## src/rtl/df_tap_accumulator.sv

```systemverilog
// rtl/df_tap_accumulator.sv - frame tap accumulator driving an external 9-bit add/sub; optional DF_ACC_SATURATE_EN
module df_tap_accumulator #(
    parameter int NUM_TAPS = 4
) (
    input  logic       clk,
    input  logic       rst,
    input  logic       in_valid,
    output logic       in_ready,
    input  logic [8:0] in_data,
    input  logic       in_sub,
    output logic [8:0] add_a,
    output logic [8:0] add_b,
    output logic       add_sub,
    input  logic [8:0] add_out,
    output logic       out_valid,
    input  logic       out_ready,
    output logic [8:0] out_data,
    output logic       out_ovf
);

    localparam int CNT_W = (NUM_TAPS > 1) ? $clog2(NUM_TAPS) : 1;
    localparam logic [CNT_W-1:0] LAST_TAP = CNT_W'(NUM_TAPS - 1);

    typedef enum logic {
        S_ACC  = 1'b0,
        S_DONE = 1'b1
    } state_t;

    state_t           state;
    logic [8:0]       acc;
    logic [CNT_W-1:0] cnt;
    logic             ovf;

    logic             accept;
    logic             same_sign;
    logic             step_ovf;
    logic [8:0]       step_result;

    assign in_ready = (state == S_ACC) && !rst;
    assign accept   = in_valid && in_ready;

    // The adder operands are passed straight through so the external adder sees this cycle's tap.
    assign add_a   = acc;
    assign add_b   = in_data;
    assign add_sub = in_sub;

    // Subtracting flips the effective sign of b, so the sign-agreement test inverts.
    assign same_sign = (acc[8] == in_data[8]);
    assign step_ovf  = (in_sub ? !same_sign : same_sign) && (add_out[8] != acc[8]);

`ifdef DF_ACC_SATURATE_EN
    assign step_result = step_ovf ? (acc[8] ? 9'h100 : 9'h0FF) : add_out;
`else
    assign step_result = add_out;
`endif

    always_ff @(posedge clk) begin
        if (rst) begin
            state     <= S_ACC;
            acc       <= '0;
            cnt       <= '0;
            ovf       <= 1'b0;
            out_data  <= '0;
            out_ovf   <= 1'b0;
            out_valid <= 1'b0;
        end else begin
            case (state)
                S_ACC: begin
                    if (accept) begin
                        acc <= step_result;
                        ovf <= ovf | step_ovf;
                        cnt <= cnt + 1'b1;
                        if (cnt == LAST_TAP) begin
                            out_data  <= step_result;
                            out_ovf   <= ovf | step_ovf;
                            out_valid <= 1'b1;
                            state     <= S_DONE;
                        end
                    end
                end
                S_DONE: begin
                    // Output stays frozen until consumed; the frame state is cleared on the handshake.
                    if (out_valid && out_ready) begin
                        out_valid <= 1'b0;
                        acc       <= '0;
                        cnt       <= '0;
                        ovf       <= 1'b0;
                        state     <= S_ACC;
                    end
                end
                default: state <= S_ACC;
            endcase
        end
    end

endmodule

```

## config.mk

```make
export PLATFORM = sky130hd
export DESIGN_NAME = df_tap_accumulator
export DESIGN_NICKNAME = d
export VERILOG_FILES = /design/src/rtl/df_tap_accumulator.sv
export SDC_FILE = /design/constraint.sdc
export NUM_CORES = 1
export LEC_CHECK = 0
export ABC_CLOCK_PERIOD_IN_PS = 1700
export CORE_AREA = 2 2 53 55
export DETAILED_ROUTE_END_ITERATION = 7
export DIE_AREA = 0 0 55 57
export MAX_ROUTING_LAYER = met4
export PLACE_DENSITY_LB_ADDON = 0.25
export SLEW_MARGIN = 10
export SYNTH_ARGS = -nofsm -noshare
export SYNTH_HDL_FRONTEND = slang
export SYNTH_SLANG_ARGS = --single-unit
```

## constraint.sdc

```tcl
create_clock -name clk -period 1.7 [get_ports clk]
set_input_delay 0.425 -clock clk [delete_from_list [all_inputs] [get_ports clk]]
set_output_delay 0.425 -clock clk [all_outputs]
set_load 0.03 [all_outputs]
```

# Word-level counts from Yosys, hierarchy flattened

Cells that the tools add are included.

Logic and storage cells: 42
Input port bits: 23
Output and inout port bits: 31
Register bits: 24

Add/subtract/negate cells: 1
Reductions and logical operators: 9
Equal/unequal tests: 6
Bitwise gates (word level): 2
Muxes and demuxes: 17

Operators by type and width:

| kind                                                                     | number |
|---|---|
| 9-bit two-way mux                                                        | 2 |
| 9-bit one-hot mux with 2 select lines                                    | 1 |
| 1-bit two-way mux                                                        | 8 |
| 1-bit one-hot mux with 2 select lines                                    | 3 |
| 3-bit AND reduction                                                      | 2 |
| 1-bit logical AND                                                        | 4 |
| 2-bit two-way mux                                                        | 2 |
| 2-bit by 1-bit inequality test with 1-bit output (second input constant) | 2 |
| 2-bit one-hot mux with 2 select lines                                    | 1 |
| 2-bit by 1-bit adder with 2-bit output (second input constant)           | 1 |
| 2-bit equality test (second input constant)                              | 1 |
| 1-bit zero test                                                          | 2 |
| 2-bit inequality test (second input constant)                            | 1 |
| 2-bit AND reduction                                                      | 1 |
| 1-bit equality test                                                      | 1 |
| 1-bit inequality test                                                    | 1 |
| 1-bit inverter                                                           | 1 |
| 1-bit OR                                                                 | 1 |

# Logic depth before layout (Yosys ltp)

Depth in word-level cells: 7
Depth in mapped cells: 5
Mapped depth without buffers: 4

# Worst setup path after synthesis

No wires, ideal clock.

Path type: input port to output port
Start: in rst
End: out in_ready
Stages: 3
Path slack: 128 ps
Arrival time: 1,147 ps
Path buffers: 2
Required time: 1,275 ps
Cells stage by stage: buf_6 > clkbuf_1 > nor2_1

Longest elaborated chain between the ends: 2

Ends and longest elaborated chain:

| element           | line | text |
|---|---|---|
| from (decl)       | 6    | `input logic rst,` |
| 1-bit zero test   | 39   | `assign in_ready = (state == S_ACC) && !rst;` |
| 1-bit logical AND | 39   |  |
| to (decl)         | 8    | `output logic in_ready,` |

No other way between the ends.

# Worst setup path in the final report

Start: reg out_valid
End: out out_valid

RTL lines:

| element                | line | text |
|---|---|---|
| from (decl)            | 15   | `output logic out_valid,` |
| from (signal assigned) | 65   | `out_valid <= 1'b0;` |
| from (signal assigned) | 76   | `out_valid <= 1'b1;` |
| from (signal assigned) | 84   | `out_valid <= 1'b0;` |

No word-level cell between the ends.

==> run_results.csv <==
group,metric,value,unit
global_routing,grt-busiest-layer,"met2",
outcome,status,"finished, final reports clean",
timing,drv_slew,0,
critical_path,worstPathMaxFanout,4,
global_routing,overflow,0,
drt,detail-route-antenna-nets,0,
global_routing,grt_use_met2,26.2,%
timing,setup_viol,0,
clocking,ctsHoldBuffers,0,
pwr,powerDensity,830,nW/um^2
floorplan,placementRows,19,
global_routing,grt_pass1_wl,3760,um
timing,rsz0062_at_grt,"false",
clocking,clk_latency,0.32,ns
timing,clock_skew,0.00323,ns
synth,yosysUniqueCellTypes,24,
critical_path,path_cells,"dlygate4sd2_1",
synth,synth_top_area_cell,"dfxtp_1",
critical_path,crit_arrival,1.13,ns
timing,tns,0,ns
critical_path,setup.worst_path.end_class,"output port",
critical_path,required,1.27,ns
synth,syn_avg_cell_area,9.13,um^2
layout,area_delta_synth_final,40.7,%
layout,num_antenna_cells,0,
layout,drive_above_1_share,13.9,%
synth,ys_seq_area_share,48.7,%
pwr,p_leak,0.000634,uW
clocking,cts-resized-gates,20,
timing,tightest_slew,0.340,ns
clocking,cts_root_buf,"clkbuf_4",
placed_design,dp_hpwl,1750,um
synth,synth_edf_count,0,
placed_design,portBuffers,37,
drt,routedWlPerCell,13.0,um
critical_path,critPathLaunchType,"flip-flop",
clocking,post_cts_buffers,0,
floorplan,io_pins,54,
clocking,clock_sinks,24,
global_routing,antenna_found_initial,0,
floorplan,core,2620,um^2
critical_path,max_stage_delay,0.41,ns
floorplan,die_y,57,um
timing,hold_viol,0,
global_routing,grt_util_all_layers,16.9,%
synth,synthTopCellsByArea,"dfxtp_1, buf_4, nand2_1",
synth,async_flop_share,0,%
critical_path,cp_num_buf_inv,1,
critical_path,criticalPathCategory,"reg2out",
placed_design,place.gp.congestion,0.706,
clocking,h-tree-depth,1,
floorplan,die_x,55,um
synth,synth_commonest_cells,"dfxtp_1, nand2_1, a21oi_1",
clocking,cts_tree,"yes",
global_routing,grt_use_met1,20.7,%
synth,synthesis.nets,132,
job,max_cap_viol_count,0,
drt,drt_iter0_markers,11,
pwr,power.total,1150,uW
min_path,min_path_type,"reg2reg",
drt,drc,0,
critical_path,slowest_stage,"dlygate4sd2_1",
global_routing,grt_max_degree,15,
drt,vias,850,
timing,min_period,1.56,ns
global_routing,grt_pass1_vias,806,
drt,route.final.wire_length,2270,um
clocking,cts_max_path_buffers,2,
synth,synth_top_area_share,48.7,%
critical_path,crit_family,"buffers and inverters",
drt,firstDrtPassIters,6,
pwr,ir_worst_vdd,446,uV
drt,viasPerCell,4.86,
timing,timing.final.crit_share,91.5,%
synth,syn_inst,108,
clocking,cts_buffers,3,
clocking,path_clk_slew,0.13,ns
floorplan,die_area,3140,um^2
synth,synthMostInstantiatedCell,"dfxtp_1",
global_routing,use_met3,3.66,%
synth,synth_seq_cells,24,
layout,nNetsFinal,169,
synth,ys_warn_count,0,
timing,slew-limit-headroom,77.4,%
synth,synth_area,986,um^2
timing,max_freq,643,MHz
synth,synthFlopType,"dfxtp_1",
floorplan,initial_core_util,37.7,%
[worst register-to-register path, cell delays in order, from the launching register on]
cell	delay, ns
dfxtp_1	0.38
ha_1	0.19
and4bb_1	0.29
buf_4	0.18
nand2_1	0.06
a21oi_1	0.12
[layout make-up]
class	count	area (um^2)
clock inverters	1	30.0
repair buffers	48	423
inverters	2	7.51
multi-input cells	66	385
flip-flops and latches	24	480
clock buffers	3	22.5
well taps	31	38.8
fillers	273	1230
[placed cells by master, fill, tap and decap left out]
cell and instances:
ha_1 1, a31oi_1 2, dfxtp_1 24, o21ai_0 1, nor2b_1 2, nand2_1 21, and3_1 1, clkdlybuf4s50_1 13
xnor2_1 1, or3b_1 1, nand2b_1 2, and4bb_1 1, nand3_2 1, nand3_1 3, dlygate4sd2_1 20, nand4bb_1 1
nor2_1 3, a22o_1 8, bufinv_16 1, mux2i_1 1, buf_4 14, clkbuf_4 3, inv_1 2, a21oi_1 15
dlymetal6s2s_1 1, nor3b_2 1
[metal layers]
| metal | wire length, um | share of wire [%] | vias to the layer above |
|---|---|---|---|
| li1 | - | - | 430 |
| met1 | 919 | 41 | 385 |
| met2 | 1140 | 50 | 31 |
| met3 | 169 | 7.5 | 4 |
| met4 | 35 | 1.5 | 0 |
| met5 | 0 | 0 | - |
[where the power goes]
group	switching (uW)	internal [uW]
combinational	77.0	75.9
clock	172	238
sequential	9.62	579
total	259	893
[worst paths after layout]
kind               start          end  slack [ns]  cells after the start
max            out_valid    out_valid        0.14                      1
min reg2reg  out_data[7]  out_data[7]        0.46                      2
min          out_data[7]  out_data[7]        0.46                      2
max reg2reg       cnt[0]  out_data[1]        0.43                      5
[flip-flops by register name, summed over array words and instances (netlist names)]
name       count
ovf            1
state          1
cnt            2
add_a          9
out_ovf        1
out_data       9
out_valid      1
[metrics by stage]
step | utilization (%) | area [um^2] | worst slack (ns) | hold slack, ns | instances
6_report | 53.1 | 1390 | 0.144 | 0.458 | 175
5_1_grt | 53.1 | 1390 | 0.0771 | 0.476 | 175
4_1_cts | 53.0 | 1390 | 0.0206 | 0.462 | 175
3_5_place_dp | 51.9 | 1360 | -0.0666 | 0.446 | 171
3_3_place_gp | 51.9 | 1360 | -0.0444 | 0.440 | 171
2_1_floorplan | - | 986 | 0.128 | 0.445 | 108
[cells by family after synthesis]
family | synth area share, %
AO/OA/AOI/OAI | 16.5
XOR/XNOR | 0.888
adder cells (fa/ha/maj) | 1.27
buffers and inverters | 12.2
flip-flops | 48.7
multiplexers | 1.02
AND/OR/NAND/NOR | 19.4
Note: power is estimated with default switching activity, not from simulation.
